$ cat config.mk
export PLATFORM = sky130hd
export DESIGN_NAME = mem_stage
export DESIGN_NICKNAME = d
export VERILOG_FILES = /design/src/rtl/mem_pkg.sv /design/src/rtl/mem_stage_load_align.sv /design/src/rtl/mem_stage.sv
export SDC_FILE = /design/constraint.sdc
export NUM_CORES = 1
export LEC_CHECK = 0
export ABC_AREA = 1
export CAP_MARGIN = 10
export CORE_UTILIZATION = 35
export DETAILED_ROUTE_END_ITERATION = 6
export HOLD_SLACK_MARGIN = 0.02
export MAX_ROUTING_LAYER = met4
export PLACE_DENSITY = 0.72
export SLEW_MARGIN = 20
export SYNTH_ARGS = -nofsm -noshare
export SYNTH_HDL_FRONTEND = slang
export SYNTH_SLANG_ARGS = --single-unit
$ cat constraint.sdc
create_clock -name clk -period 1.9 [get_ports clk]
set_input_delay 0.38 -clock clk [delete_from_list [all_inputs] [get_ports clk]]
set_output_delay 0.38 -clock clk [all_outputs]
set_load 0.05 [all_outputs]
$ cat src/rtl/mem_pkg.sv
// Shared definitions for the memory-access stage: access-size encodings,
// FSM state type and the load lane-offset width helper.
package mem_pkg;

    localparam logic [1:0] SZ_B = 2'b00;
    localparam logic [1:0] SZ_H = 2'b01;
    localparam logic [1:0] SZ_W = 2'b10;
    localparam logic [1:0] SZ_D = 2'b11;

    typedef enum logic [1:0] {
        ST_IDLE = 2'b00,
        ST_WAIT = 2'b01,
        ST_DONE = 2'b10
    } mem_state_e;

    // Number of address bits selecting a byte lane inside one data word.
    function automatic int lane_off_w(input int data_w);
        return $clog2(data_w / 8);
    endfunction

endpackage

$ cat src/rtl/mem_stage_load_align.sv
// load_align: selects the addressed byte/half/word/dword lane of a raw
// read word and sign- or zero-extends it to DATA_W.
// Ports: rdata_i raw word, offset_i byte offset, size_i access size,
//        unsigned_i zero-extend, data_o aligned and extended data.
module load_align
    import mem_pkg::*;
#(
    parameter int DATA_W = 32,
    localparam int OFF_W = lane_off_w(DATA_W)
) (
    input  logic [DATA_W-1:0] rdata_i,
    input  logic [OFF_W-1:0]  offset_i,
    input  logic [1:0]        size_i,
    input  logic              unsigned_i,
    output logic [DATA_W-1:0] data_o
);

    localparam logic [DATA_W-1:0] MASK_B = DATA_W'(8'hFF);
    localparam logic [DATA_W-1:0] MASK_H = DATA_W'(16'hFFFF);
    localparam logic [DATA_W-1:0] MASK_W = DATA_W'(32'hFFFF_FFFF);

    logic [OFF_W-1:0]  off;
    logic [DATA_W-1:0] sh;
    logic [DATA_W-1:0] mask;
    logic              sgn;

    // Misaligned low address bits are dropped by masking the offset
    // down to the access size before the lane shift.
    always_comb begin
        off  = '0;
        mask = '1;
        sgn  = 1'b0;
        sh   = rdata_i;
        unique case (size_i)
            SZ_B: begin
                off  = offset_i;
                sh   = rdata_i >> {off, 3'b000};
                mask = MASK_B;
                sgn  = sh[7];
            end
            SZ_H: begin
                off  = offset_i & ~OFF_W'(1);
                sh   = rdata_i >> {off, 3'b000};
                mask = MASK_H;
                sgn  = sh[15];
            end
            SZ_W: begin
                off  = offset_i & ~OFF_W'(3);
                sh   = rdata_i >> {off, 3'b000};
                mask = MASK_W;
                sgn  = sh[31];
            end
            default: begin
                // dword (or word-wide on a 32-bit path): whole word
                off  = '0;
                sh   = rdata_i;
                mask = '1;
                sgn  = 1'b0;
            end
        endcase
        data_o = (sh & mask)
               | ({DATA_W{sgn && !unsigned_i}} & ~mask);
    end

endmodule

$ cat src/rtl/mem_stage.sv
// mem_stage: EX->WB pipeline register that waits for variable-latency
// load data, requests a stall while a load is outstanding, aligns and
// extends load data, and drives the WB and ID forwarding bundles.
// Inputs: stall_i/stall_next_i pipeline control, ex_* EX bundle,
//         dmem_rvalid_i/dmem_rdata_i read response.
// Outputs: stallreq_o, wb_* WB bundle, fwd_* forwarding bundle.
module mem_stage
    import mem_pkg::*;
#(
    parameter int DATA_W = 32,
    parameter int PC_W   = 32,
    parameter int RA_W   = 5
) (
    input  logic              clk,
    input  logic              rst,
    input  logic              stall_i,
    input  logic              stall_next_i,
    input  logic              ex_valid_i,
    input  logic [PC_W-1:0]   ex_pc_i,
    input  logic              ex_load_i,
    input  logic [1:0]        ex_size_i,
    input  logic              ex_unsigned_i,
    input  logic              ex_we_i,
    input  logic [RA_W-1:0]   ex_waddr_i,
    input  logic [DATA_W-1:0] ex_result_i,
    input  logic              dmem_rvalid_i,
    input  logic [DATA_W-1:0] dmem_rdata_i,
    output logic              stallreq_o,
    output logic              wb_valid_o,
    output logic [PC_W-1:0]   wb_pc_o,
    output logic              wb_we_o,
    output logic [RA_W-1:0]   wb_waddr_o,
    output logic [DATA_W-1:0] wb_wdata_o,
    output logic              fwd_we_o,
    output logic [RA_W-1:0]   fwd_waddr_o,
    output logic [DATA_W-1:0] fwd_wdata_o,
    output logic              fwd_load_pending_o
);

    localparam int OFF_W = lane_off_w(DATA_W);

    logic              valid_q;
    logic [PC_W-1:0]   pc_q;
    logic              load_q;
    logic [1:0]        size_q;
    logic              uns_q;
    logic              we_q;
    logic [RA_W-1:0]   waddr_q;
    logic [DATA_W-1:0] result_q;
    logic [DATA_W-1:0] hold_q;
    mem_state_e        state_q;

    logic              bubble;
    logic              capture;
    logic              stallreq;
    logic [DATA_W-1:0] raw;
    logic [DATA_W-1:0] ld_data;
    logic [DATA_W-1:0] wdata;

    assign bubble  = stall_i && !stall_next_i;
    assign capture = (state_q == ST_WAIT) && dmem_rvalid_i;

    always_ff @(posedge clk) begin
        if (rst) begin
            valid_q  <= 1'b0;
            pc_q     <= '0;
            load_q   <= 1'b0;
            size_q   <= '0;
            uns_q    <= 1'b0;
            we_q     <= 1'b0;
            waddr_q  <= '0;
            result_q <= '0;
            hold_q   <= '0;
            state_q  <= ST_IDLE;
        end else if (bubble) begin
            valid_q  <= 1'b0;
            pc_q     <= '0;
            load_q   <= 1'b0;
            size_q   <= '0;
            uns_q    <= 1'b0;
            we_q     <= 1'b0;
            waddr_q  <= '0;
            result_q <= '0;
            state_q  <= ST_IDLE;
        end else if (!stall_i) begin
            valid_q  <= ex_valid_i;
            pc_q     <= ex_pc_i;
            load_q   <= ex_load_i;
            size_q   <= ex_size_i;
            uns_q    <= ex_unsigned_i;
            we_q     <= ex_we_i;
            waddr_q  <= ex_waddr_i;
            result_q <= ex_result_i;
            if (ex_valid_i && ex_load_i) begin
                // a response coinciding with the load skips WAIT
                if (dmem_rvalid_i) begin
                    hold_q  <= dmem_rdata_i;
                    state_q <= ST_DONE;
                end else begin
                    state_q <= ST_WAIT;
                end
            end else begin
                state_q <= ST_IDLE;
            end
        end else if (capture) begin
            hold_q  <= dmem_rdata_i;
            state_q <= ST_DONE;
        end
    end

    // Bypass the fresh response in its arrival cycle so the stall
    // releases without an extra bubble.
    assign raw      = capture ? dmem_rdata_i : hold_q;
    assign stallreq = (state_q == ST_WAIT) && !dmem_rvalid_i;

    load_align #(
        .DATA_W (DATA_W)
    ) u_align (
        .rdata_i    (raw),
        .offset_i   (result_q[OFF_W-1:0]),
        .size_i     (size_q),
        .unsigned_i (uns_q),
        .data_o     (ld_data)
    );

    assign wdata = load_q ? ld_data : result_q;

    assign stallreq_o         = stallreq;
    assign wb_valid_o         = valid_q;
    assign wb_pc_o            = pc_q;
    assign wb_we_o            = we_q && !stallreq;
    assign wb_waddr_o         = waddr_q;
    assign wb_wdata_o         = wdata;
    assign fwd_we_o           = we_q && !stallreq;
    assign fwd_waddr_o        = waddr_q;
    assign fwd_wdata_o        = wdata;
    assign fwd_load_pending_o = stallreq && we_q;

endmodule

==> qor.yml <==
cp-end-kind: "primary output"
yosysTopAreaCellShare_pct: 38.9
tightest_slew_ps: 526
p_leak_uw: 0.00412
clk_pin_slew_worst_paths_ps: 80
wirelength_um: 19600
synth_top_flop_cell: "dfxtp_1"
crit_slowest_cell: "dfxtp_2"
layout_commonest_cell: "nand2_1"
hpwl_um: 14600
worstPathRequired_ps: 1520
place_congestion: 0.925
ff2ff_path_depth: 9
pre_cts_ws_ps: -902
drtAntennaViolNets: 0
worstHoldPathType: "in -> reg"
grt_pass1_wl_um: 30500
firstDrtPassIters: 5
fillers: 1320
track_usage_pct: 24.7
nets: 1149
syn_nets: 926
status: "finished with violations"
synth_top_area_cell: "dfxtp_1"
drt_iter0_markers: 470
relSlewSlack_pct: 64.9
worstPathMaxFanout: 30
start_kind: "flop"
hold_viol: 0
cap_violations: 0
grt_max_degree: 76
slew_violations: 0
htreeDepth: 3
cts_tree: "done"
synth.distinct_cells: 36
min_delay_path_depth: 4
grt_pass1_vias: 5863
rows: 45
vias: 6155
initial_core_util_pct: 36.4
io_pins: 223
reg2reg_to: "hold_q[11]"
critical_path.most_common_cell: "buf_12"
die-area_mm2: 0.0165
timing.rr.start: "state_q[1]"
place_area_mm2: 0.00912
vias_per_cell: 4.91
wl_per_cell_um: 15.6
synth_seq_area_share_pct: 38.9
violations: "setup timing"
clock-skew-final_ps: 10.5
port_buffers: 222
hold_ws_ps: 419
avgSynthCellArea_um2: 6.89
grt.overflow.total: 0
path_cells: "inv_4 -> nand3_4 -> buf_12 -> o21ai_2 -> nor2_1 -> o21ai_1 -> a21oi_1 -> buf_4 -> a21oi_4 -> buf_12"
drc: 0
rsz0062_at_grt: "true"
drive_gt1_share_pct: 27.0
ys_warn_count: 0
final_cell_mix: "nand2_1, a21oi_1, clkdlybuf4s50_1"
fin_setup_tns_ps: -39430
hp-start: "stall_i"
fp.dieW_um: 129
synth_area_leaders: "dfxtp_1, nand2_1, a21oi_1"
clk_latency_ps: 370
synth_seq_cells: 109
synth_edf_count: 0
antenna_found_initial: 0
fmax_ghz: 0.390
rrSetupSlack_ps: 360
cts_buffer_depth: 2
setup_ws_ps: -665
ctsHoldBuffers: 0
min_to: "state_q[0]"
areaGrowthSynthToFinish_pct: 72.8
core_mm2: 0.0154
setup_violations: 64
cts_buffers: 9
crit_path_max_incr_delay_ps: 340
netlist_area_mm2: 0.00561
path_delay_family: "buffers and inverters"
antenna_cells: 0
post-route-period-util_pct: 135
power.density_mw_per_mm2: 715
min_period_ps: 2560
ir_drop_v: 0.000485
syn_inst: 814
path_class: "reg -> out"
clock-sinks: 109
async_reset_ff_share_pct: 0
p_total_uw: 6930
fin_area_mm2: 0.00970
critPathArrivalTime_ps: 2180
cts_root_buffer: "clkbuf_16"
cp_num_buf_inv: 4
die_y_um: 129
-- cell type report --
| type | count | area, um2 | area share (%) |
|---|---|---|---|
| Tap cell | 211 | 264 | 2.72 |
| Sequential cell | 109 | 2190 | 22.6 |
| Clock inverter | 7 | 113 | 1.16 |
| Multi-Input combinational cell | 564 | 3130 | 32.3 |
| Inverter | 49 | 191 | 1.97 |
| Clock buffer | 9 | 225 | 2.32 |
| Timing Repair Buffer | 304 | 3580 | 36.9 |
-- tightest hold or removal path, stage by stage --
cell	delay, ps
buf_2	180
nor2_1	70
nand2_1	60
a21oi_1	60
-- through the flow --
stage | util, % | instances
CTS | 62.2 | 1251
finish | 62.9 | 1253
detailed placement | 59.1 | 1230
global route | 62.9 | 1253
floorplan | - | 814
global placement | 59.1 | 1230
-- Yosys cell counts (4+ instances only) --
library cell  instances
o21ai_0              40
a21oi_1             132
clkbuf_1             33
buf_2                11
dfxtp_1             109
inv_1                41
o21ai_1              20
buf_4                39
nand3_1               8
inv_2                 5
buf_6                 5
nand2_1             234
o21ai_2               8
nor3_1                4
nand4_1               4
nor2_1               76
a211oi_1              5
a21oi_4              10
-- routing by layer --
metal,global-route usage (%),wire length [um],up-vias
met5,-,0,-
met4,8.10,493,0
met3,6.15,1650,34
met2,40.4,9380,277
met1,29.7,8080,2805
li1,-,-,3039
-- worst max-delay path by stage --
stage	startpoint	end	slack (ps)	cells after the start
after CTS	state_q[1]	fwd_wdata_o[28]	-650	13
after global placement	dmem_rvalid_i	fwd_wdata_o[10]	-880	11
after detailed placement	dmem_rvalid_i	wb_wdata_o[15]	-900	11
final	state_q[1]	wb_wdata_o[8]	-660	10
after floorplan	dmem_rvalid_i	wb_wdata_o[21]	-590	13
after global routing	state_q[1]	fwd_wdata_o[25]	-790	13
-- registers in the layout, indices dropped and copies added (netlist names) --
register / cells
fwd_waddr_o: 5
result_q: 32
we_q: 1
size_q: 2
load_q: 1
uns_q: 1
wb_valid_o: 1
hold_q: 32
state_q: 2
wb_pc_o: 32
-- where the power goes --
| group | switching (uW) | total (uW) | internal [uW] |
|---|---|---|---|
| clock | 1010 | 2090 | 1080 |
| sequential | 71.9 | 2480 | 2410 |
| combinational | 1320 | 2360 | 1040 |
-- kinds of logic after synthesis --
logic type             share of synthesized area (%)
AOI/OAI and AO/OA                               23.0
and+or+nand+nor                                 24.8
buffers and inverters                           13.3
DFF                                             38.9
-- repair_timing --
action,in CTS,in global routing
pin swaps,36,9
setup buffers,5,2
gates resized for setup,73,27
endpoints found under the setup margin,100,70
cloned,0,0
Note: power is estimated with default switching activity, not from simulation.
